<file path="src/rtl/tx_ffe_driver.sv">
// 3-tap FFE de-emphasis driver: requests one bit per UI, holds the equalized level for N clocks.
// Optional build macro TX_FFE_SATURATE_EN clamps the tap sum instead of wrapping it to OUT_W.
module tx_ffe_driver #(
    parameter int N      = 10,
    parameter int COEF_W = 8,
    parameter int OUT_W  = 8,
    parameter logic signed [COEF_W-1:0] C_PRE  = COEF_W'(-8),
    parameter logic signed [COEF_W-1:0] C_MAIN = COEF_W'(96),
    parameter logic signed [COEF_W-1:0] C_POST = COEF_W'(-24)
) (
    input  logic                    Sample_CLK,
    input  logic                    Rst,
    input  logic                    Data_in,
    input  logic                    Data_valid,
    output logic                    Data_req,
    output logic signed [OUT_W-1:0] Data_out,
    output logic                    Underflow,
    output logic                    Active
);
    localparam int CW = $clog2(N);
    localparam int SW = COEF_W + 2;

    typedef enum logic {IDLE, RUN} state_t;

    state_t         state;
    logic [CW-1:0]  cnt, cnt_nxt;
    logic           rst_q;
    logic [1:0]     drain;
    // Slot encoding: {nonzero, positive}; 2'b00 is the idle (0) symbol.
    logic [1:0]     s_next, s_cur, s_prev, sym_in;
    logic           accept;
    logic signed [SW-1:0]    level;
    logic signed [OUT_W-1:0] level_red;

    function automatic logic signed [SW-1:0] tap(input logic [1:0] s,
                                                 input logic signed [COEF_W-1:0] c);
        logic signed [SW-1:0] e;
        e = {{2{c[COEF_W-1]}}, c};
        if (!s[1])    return '0;
        else if (s[0]) return e;
        else          return -e;
    endfunction

    // The counter sits at 0 through reset and the first edge after release.
    always_comb begin
        if (rst_q || cnt == CW'(N - 1)) cnt_nxt = '0;
        else                            cnt_nxt = cnt + CW'(1);
    end

    assign accept = Data_req & Data_valid;
    assign sym_in = accept ? {1'b1, Data_in} : 2'b00;
    assign level  = tap(sym_in, C_PRE) + tap(s_next, C_MAIN) + tap(s_cur, C_POST);

`ifdef TX_FFE_SATURATE_EN
    localparam logic signed [SW-1:0] OMAX = SW'(2 ** (OUT_W - 1) - 1);
    localparam logic signed [SW-1:0] OMIN = ~OMAX;
    always_comb begin
        if (level > OMAX)      level_red = OMAX[OUT_W-1:0];
        else if (level < OMIN) level_red = OMIN[OUT_W-1:0];
        else                   level_red = level[OUT_W-1:0];
    end
`else
    assign level_red = level[OUT_W-1:0];
`endif

    always_ff @(posedge Sample_CLK) begin
        if (Rst) begin
            rst_q     <= 1'b1;
            cnt       <= '0;
            state     <= IDLE;
            drain     <= '0;
            s_next    <= '0;
            s_cur     <= '0;
            s_prev    <= '0;
            Data_req  <= 1'b0;
            Data_out  <= '0;
            Underflow <= 1'b0;
            Active    <= 1'b0;
        end else begin
            rst_q     <= 1'b0;
            cnt       <= cnt_nxt;
            Data_req  <= (cnt_nxt == CW'(N - 1));
            Underflow <= 1'b0;
            if (Data_req) begin
                // In IDLE without a bit every slot is already 0, so the shift is a no-op.
                s_prev   <= s_cur;
                s_cur    <= s_next;
                s_next   <= sym_in;
                Data_out <= level_red;
                case (state)
                    IDLE: begin
                        if (accept) begin
                            state  <= RUN;
                            Active <= 1'b1;
                            drain  <= '0;
                        end
                    end
                    RUN: begin
                        if (accept) begin
                            drain <= '0;
                        end else if (drain == 2'd2) begin
                            state  <= IDLE;
                            Active <= 1'b0;
                            drain  <= '0;
                        end else begin
                            drain     <= drain + 2'd1;
                            Underflow <= 1'b1;
                        end
                    end
                    default: state <= IDLE;
                endcase
            end
        end
    end
endmodule

</file>
<file path="config.mk">
export PLATFORM = sky130hd
export DESIGN_NAME = tx_ffe_driver
export DESIGN_NICKNAME = d
export VERILOG_FILES = /design/src/rtl/tx_ffe_driver.sv
export SDC_FILE = /design/constraint.sdc
export NUM_CORES = 1
export LEC_CHECK = 0
export CAP_MARGIN = 20
export CORE_MARGIN = 4
export CORE_UTILIZATION = 46
export CTS_BUF_LIST = sky130_fd_sc_hd__clkbuf_4 sky130_fd_sc_hd__clkbuf_8 sky130_fd_sc_hd__clkbuf_16
export DETAILED_ROUTE_END_ITERATION = 6
export GPL_ROUTABILITY_DRIVEN = 1
export MAX_ROUTING_LAYER = met4
export PLACE_DENSITY = 0.73
export SLEW_MARGIN = 10
export SYNTH_ARGS = -nofsm -noshare
export SYNTH_HDL_FRONTEND = slang
export SYNTH_SLANG_ARGS = --single-unit
</file>
<file path="constraint.sdc">
create_clock -name Sample_CLK -period 2.4 [get_ports Sample_CLK]
set_input_delay 0.36 -clock Sample_CLK [delete_from_list [all_inputs] [get_ports Sample_CLK]]
set_output_delay 0.36 -clock Sample_CLK [all_outputs]
set_load 0.01 [all_outputs]
</file>
After elaboration in Yosys (flattened, before gate mapping)
Cells that the tools add are included.
Widths: inputs -> output; s select.
{"block": "word_totals", "regBits": 23, "inputBits": 4, "output_inout_bits": 11, "elab_cells": 48}
{"block": "classes", "add_sub_neg": 4, "eq_ne": 6, "mux": 21, "bitwise_logic": 3, "reduce_logical": 4}
{"op": "$mux 8", "count": 6}
{"op": "$add 8x8->8", "count": 2}
{"op": "$eq 4x4->1 const B", "count": 2}
{"op": "$mux 2", "count": 4}
{"op": "$mux 1", "count": 7}
{"op": "$add 4x1->4 const B", "count": 1}
{"op": "$mux 4", "count": 1}
{"op": "$ne 2x2->1 const B", "count": 2}
{"op": "$pmux 1 s2", "count": 2}
{"op": "$pmux 2 s2", "count": 1}
{"op": "$reduce_and 4->1", "count": 1}
{"op": "$reduce_or 4->1", "count": 1}
{"op": "$add 2x1->2 const B", "count": 1}
{"op": "$eq 2x2->1 const B", "count": 1}
{"op": "$ne 2x1->1 const B", "count": 1}
{"op": "$not 1->1", "count": 2}
{"op": "$reduce_and 2->1", "count": 1}
{"op": "$and 1x1->1", "count": 1}
{"op": "$logic_or 1x1->1", "count": 1}

Longest topological paths before layout
{"block": "logic_depth", "word_depth": 6, "mapped_depth": 9, "depth_no_buf": 8}

Worst setup path before layout
No wires, ideal clock.
{"block": "synth_path", "path_type": "register to register", "from": "register Data_req", "to": "register Data_out[7]", "setup_ns": 0.079, "arrival_time_ns": 2.350, "required_ns": 2.321, "path_slack_ns": -0.030, "path_stages_with_launch": 10, "n_path_buf": 1, "period_less_slack_ns": 2.430, "path_cell_list": "dfxtp_1 -> and3_1 -> buf_4 -> xor2_1 -> ha_1 -> ha_1 -> a21o_1 -> a21oi_1 -> xor3_1 -> a211oi_2"}
{"block": "synth_via", "elab_chain_cells": 6}
{"element": "start, declared", "line": "15", "text": "output logic Data_req,"}
{"element": "start signal, assigned", "line": "82", "text": "Data_req <= (cnt_nxt == CW'(N - 1));"}
{"element": "$and 1x1->1", "line": "50", "text": "assign accept = Data_req & Data_valid;"}
{"element": "$mux 2", "line": "51", "text": "assign sym_in = accept ? {1'b1, Data_in} : 2'b00;"}
{"element": "$mux 8", "line": "40", "text": "else if (s[0]) return e;"}
{"element": "$mux 8", "line": "39", "text": "if (!s[1]) return '0;"}
{"element": "$add 8x8->8 (2 in a row)", "line": "52", "text": "assign level = tap(sym_in, C_PRE) + tap(s_next, C_MAIN) + tap(s_cur, C_POST);"}
{"element": "end signal, assigned", "line": "89", "text": "Data_out <= level_red;"}
{"element": "end, declared", "line": "16", "text": "output logic signed [OUT_W-1:0] Data_out,"}
Parallel ways exist; a longest one is shown, timed or not.
A chain may end at the register's enable or synchronous reset.

Final worst setup path
Ends and elaborated chain as after synthesis.

==> impl_metrics.env <==
export IMPL_skew_ps=2.90
export IMPL_cap_violations=0
export IMPL_yosys_warnings=0
export IMPL_fmax_mhz=440
export IMPL_antenna_found_initial=0
export IMPL_p_per_area_nw_per_um2=505
export IMPL_power_uw=627
export IMPL_ys_seq_area_frac=0.410
export IMPL_core_area_um2=1980
export IMPL_placed_cell_area_um2=1160
export IMPL_gr_total_overflow=0
export IMPL_tritoncts="done"
export IMPL_die_area_um2=2930
export IMPL_path_cells="and3_4 -> xor2_2 -> ha_1 -> ha_1 -> a21o_1 -> a21oi_2 -> xor3_1 -> a211oi_2"
export IMPL_status="complete, no violations"
export IMPL_crit_top_cell="ha_1"
export IMPL_p_int_uw=511
export IMPL_final_cell_mix="dfxtp_1, nor2_1, clkdlybuf4s50_1, buf_4, ha_1"
export IMPL_viasPerCell=4.95
export IMPL_hp_class="register to register"
export IMPL_cp_slowest_cell="xor3_1"
export IMPL_grt_first_pass_wirelength_mm=3.08
export IMPL_synth_mux_area_frac=0.0512
export IMPL_grt_util_all_layers=0.153
export IMPL_io_pins=15
export IMPL_ys_ff_latch=20
export IMPL_rows=16
export IMPL_numCtsBuffers=3
export IMPL_layout_drive_gt1_share=0.158
export IMPL_combPwrFrac=0.031
export IMPL_via_count=728
export IMPL_num_antenna_cells=0
export IMPL_post_drt_wl_per_cell_um=12.5
export IMPL_drc=0
export IMPL_p_seq_frac=0.536
export IMPL_synthAdderAreaFrac=0.136
export IMPL_cts_root_buf="clkbuf_4"
export IMPL_grt_max_degree=16
export IMPL_synth_top_family_by_area="simple AND/OR/NAND/NOR gates"
export IMPL_synth_area_um2=977
export IMPL_worstPathMaxFanout=2
export IMPL_dr_pass1_iters=4
export IMPL_path_delay_family="adder cells"
export IMPL_synth_area_per_cell_um2=9.68
export IMPL_die_x_um=54.1
export IMPL_leakagePower_nw=0.556
export IMPL_nets=135
export IMPL_drt_total_wl_mm=1.84
export IMPL_htreeDepth=1
export IMPL_clk_pin_slew_worst_paths_ps=110
export IMPL_grt_pass1_vias=730
export IMPL_end_kind="register"
export IMPL_yosysUniqueCellTypes=29
export IMPL_worst_path_buf_inv=0
export IMPL_final_max_slew_viol_count=0
export IMPL_synth_compound_area_frac=0.0999
export IMPL_hpwlAfterDp_mm=1.30
export IMPL_clkPwrFrac=0.434
export IMPL_clock_path_buffers=2
export IMPL_synth_simple_area_share=0.154
export IMPL_gp_congestion=0.794
export IMPL_fin_crit_sh=0.947
export IMPL_cp_start_kind="register"
export IMPL_finalHoldViolations=0
export IMPL_yosys_area_share_xor_xnor=0.0922
export IMPL_fin_crit_ps=2270
export IMPL_cts_setup_buffers=0
export IMPL_area_delta_synth_final_pct=27.1
export IMPL_rsz0062_at_grt="no"
export IMPL_clock_latency_ps=300
export IMPL_stdcell_area_um2=1240
export IMPL_path_class="register to register"
export IMPL_p_switching_uw=116
export IMPL_critPathRequiredTime_ps=2630
export IMPL_final_common_cell="dfxtp_1"
export IMPL_vdd_ir_drop_max_mv=0.302
export IMPL_cp_slowest_stage_delay_ps=430
export IMPL_drtIter0Drc=12
export IMPL_cts_sinks=20
export IMPL_setup_violations_final=0
export IMPL_port_buffers=11
export IMPL_netlist_instances=101
export IMPL_die_y_um=54.1
export IMPL_start_util=0.493
export IMPL_p_sw_frac=0.185
export IMPL_postRouteAntennaNets=0
export IMPL_cp_arrival_ps=2500
export IMPL_hold_buffers=0
-- Yosys cell counts --
library cell	n	area (µm²)
xor3_1	1	23.8
a31oi_1	1	6.26
xnor2_1	3	26.3
buf_4	4	30.0
a21oi_1	5	25.0
a21o_1	2	15.0
o21ai_0	3	15.0
a211oi_2	1	12.5
a32oi_1	1	8.76
a211oi_1	2	15.0
nor2b_1	3	18.8
and4_1	1	8.76
dfxtp_1	20	400
inv_1	3	11.3
nand3_1	1	5.00
xor2_1	2	17.5
and3_1	1	6.26
nand2_1	6	22.5
and2_1	1	6.26
clkbuf_1	2	7.51
ha_1	9	113
nor4_1	2	12.5
nor2_1	17	63.8
mux2i_1	5	50.1
conb_1	1	3.75
xnor3_1	1	22.5
nand2b_1	1	6.26
buf_1	1	3.75
fa_1	1	20.0
-- logic make-up after synthesis --
kind of cell             Yosys count
buffers and inverters             10
flip-flops                        20
AND/OR/NAND/NOR                   33
adder cells (fa/ha/maj)           10
multiplexers                       5
other                              1
AO/OA/AOI/OAI                     15
XOR/XNOR                           7
-- per-layer routing --
| layer | global-route usage | wire length [µm] | vias up |
|---|---|---|---|
| met3 | 0.0388 | 62 | 8 |
| met5 | - | 0 | - |
| met2 | 0.242 | 868 | 14 |
| met1 | 0.181 | 854 | 332 |
| met4 | 0.0705 | 57 | 0 |
| li1 | - | - | 374 |
-- state kept, by name, summed over array words and instances, names as in the netlist --
name,count
rst_q,1
Data_out,5
drain,2
Underflow,1
s_cur,2
cnt,4
Data_req,1
Active,1
state,1
s_next,2
-- path summary, 6_finish.rpt --
check,startpoint,endpoint,slack [ps],cells past startpoint
worst min-delay path,Data_out[6]$_SDFFE_PP0P_,Data_out[6]$_SDFFE_PP0P_,490,2
worst max register to register,Data_req$_SDFF_PP0_,Data_out[7]$_SDFFE_PP0P_,130,8
worst max-delay path,Data_req$_SDFF_PP0_,Data_out[7]$_SDFFE_PP0P_,130,8
worst min register to register,Data_out[6]$_SDFFE_PP0P_,Data_out[6]$_SDFFE_PP0P_,490,2
-- worst min-delay path: stages, from the launching register on --
cell,delay [ps]
dfxtp_1,330
nor2_1,80
a211oi_1,50
-- repair_timing --
action,4_1_cts,5_1_grt
gates cloned,0,0
pin swaps,1,7
resized for setup,1,5
setup endpoints to repair,1,1
-- metrics by stage --
| stage | std cells | setup TNS (ps) | utilization | hold slack (ps) | setup slack [ps] |
|---|---|---|---|---|---|
| CTS | 147 | 0 | 0.612 | 499 | 34.0 |
| global route | 147 | 0 | 0.627 | 521 | 13.6 |
| finish | 147 | 0 | 0.627 | 495 | 128 |
| global placement | 143 | -639 | 0.583 | 475 | -340 |
| detailed placement | 143 | -744 | 0.583 | 480 | -423 |
| floorplan | 103 | 0 | - | 388 | 0.245 |
-- power groups by stage --
stage          clock, mW  combinational (mW)  sequential (mW)
6_report           0.272              0.0192            0.336
5_1_grt            0.295              0.0213            0.336
4_1_cts            0.285              0.0194            0.336
3_5_place_dp           0              0.0193            0.344
3_3_place_gp           0              0.0187            0.343
2_1_floorplan          0              0.0117            0.343
-- cell type report --
cell class	count	area (µm²)
clock buffers	3	22.5
clock inverters	1	30.0
fillers	162	739
inverters	3	11.3
multi-input cells	73	561
flip-flops and latches	20	402
well taps	27	33.8
repair buffers	20	183
Power figures use the tool's default switching activity.
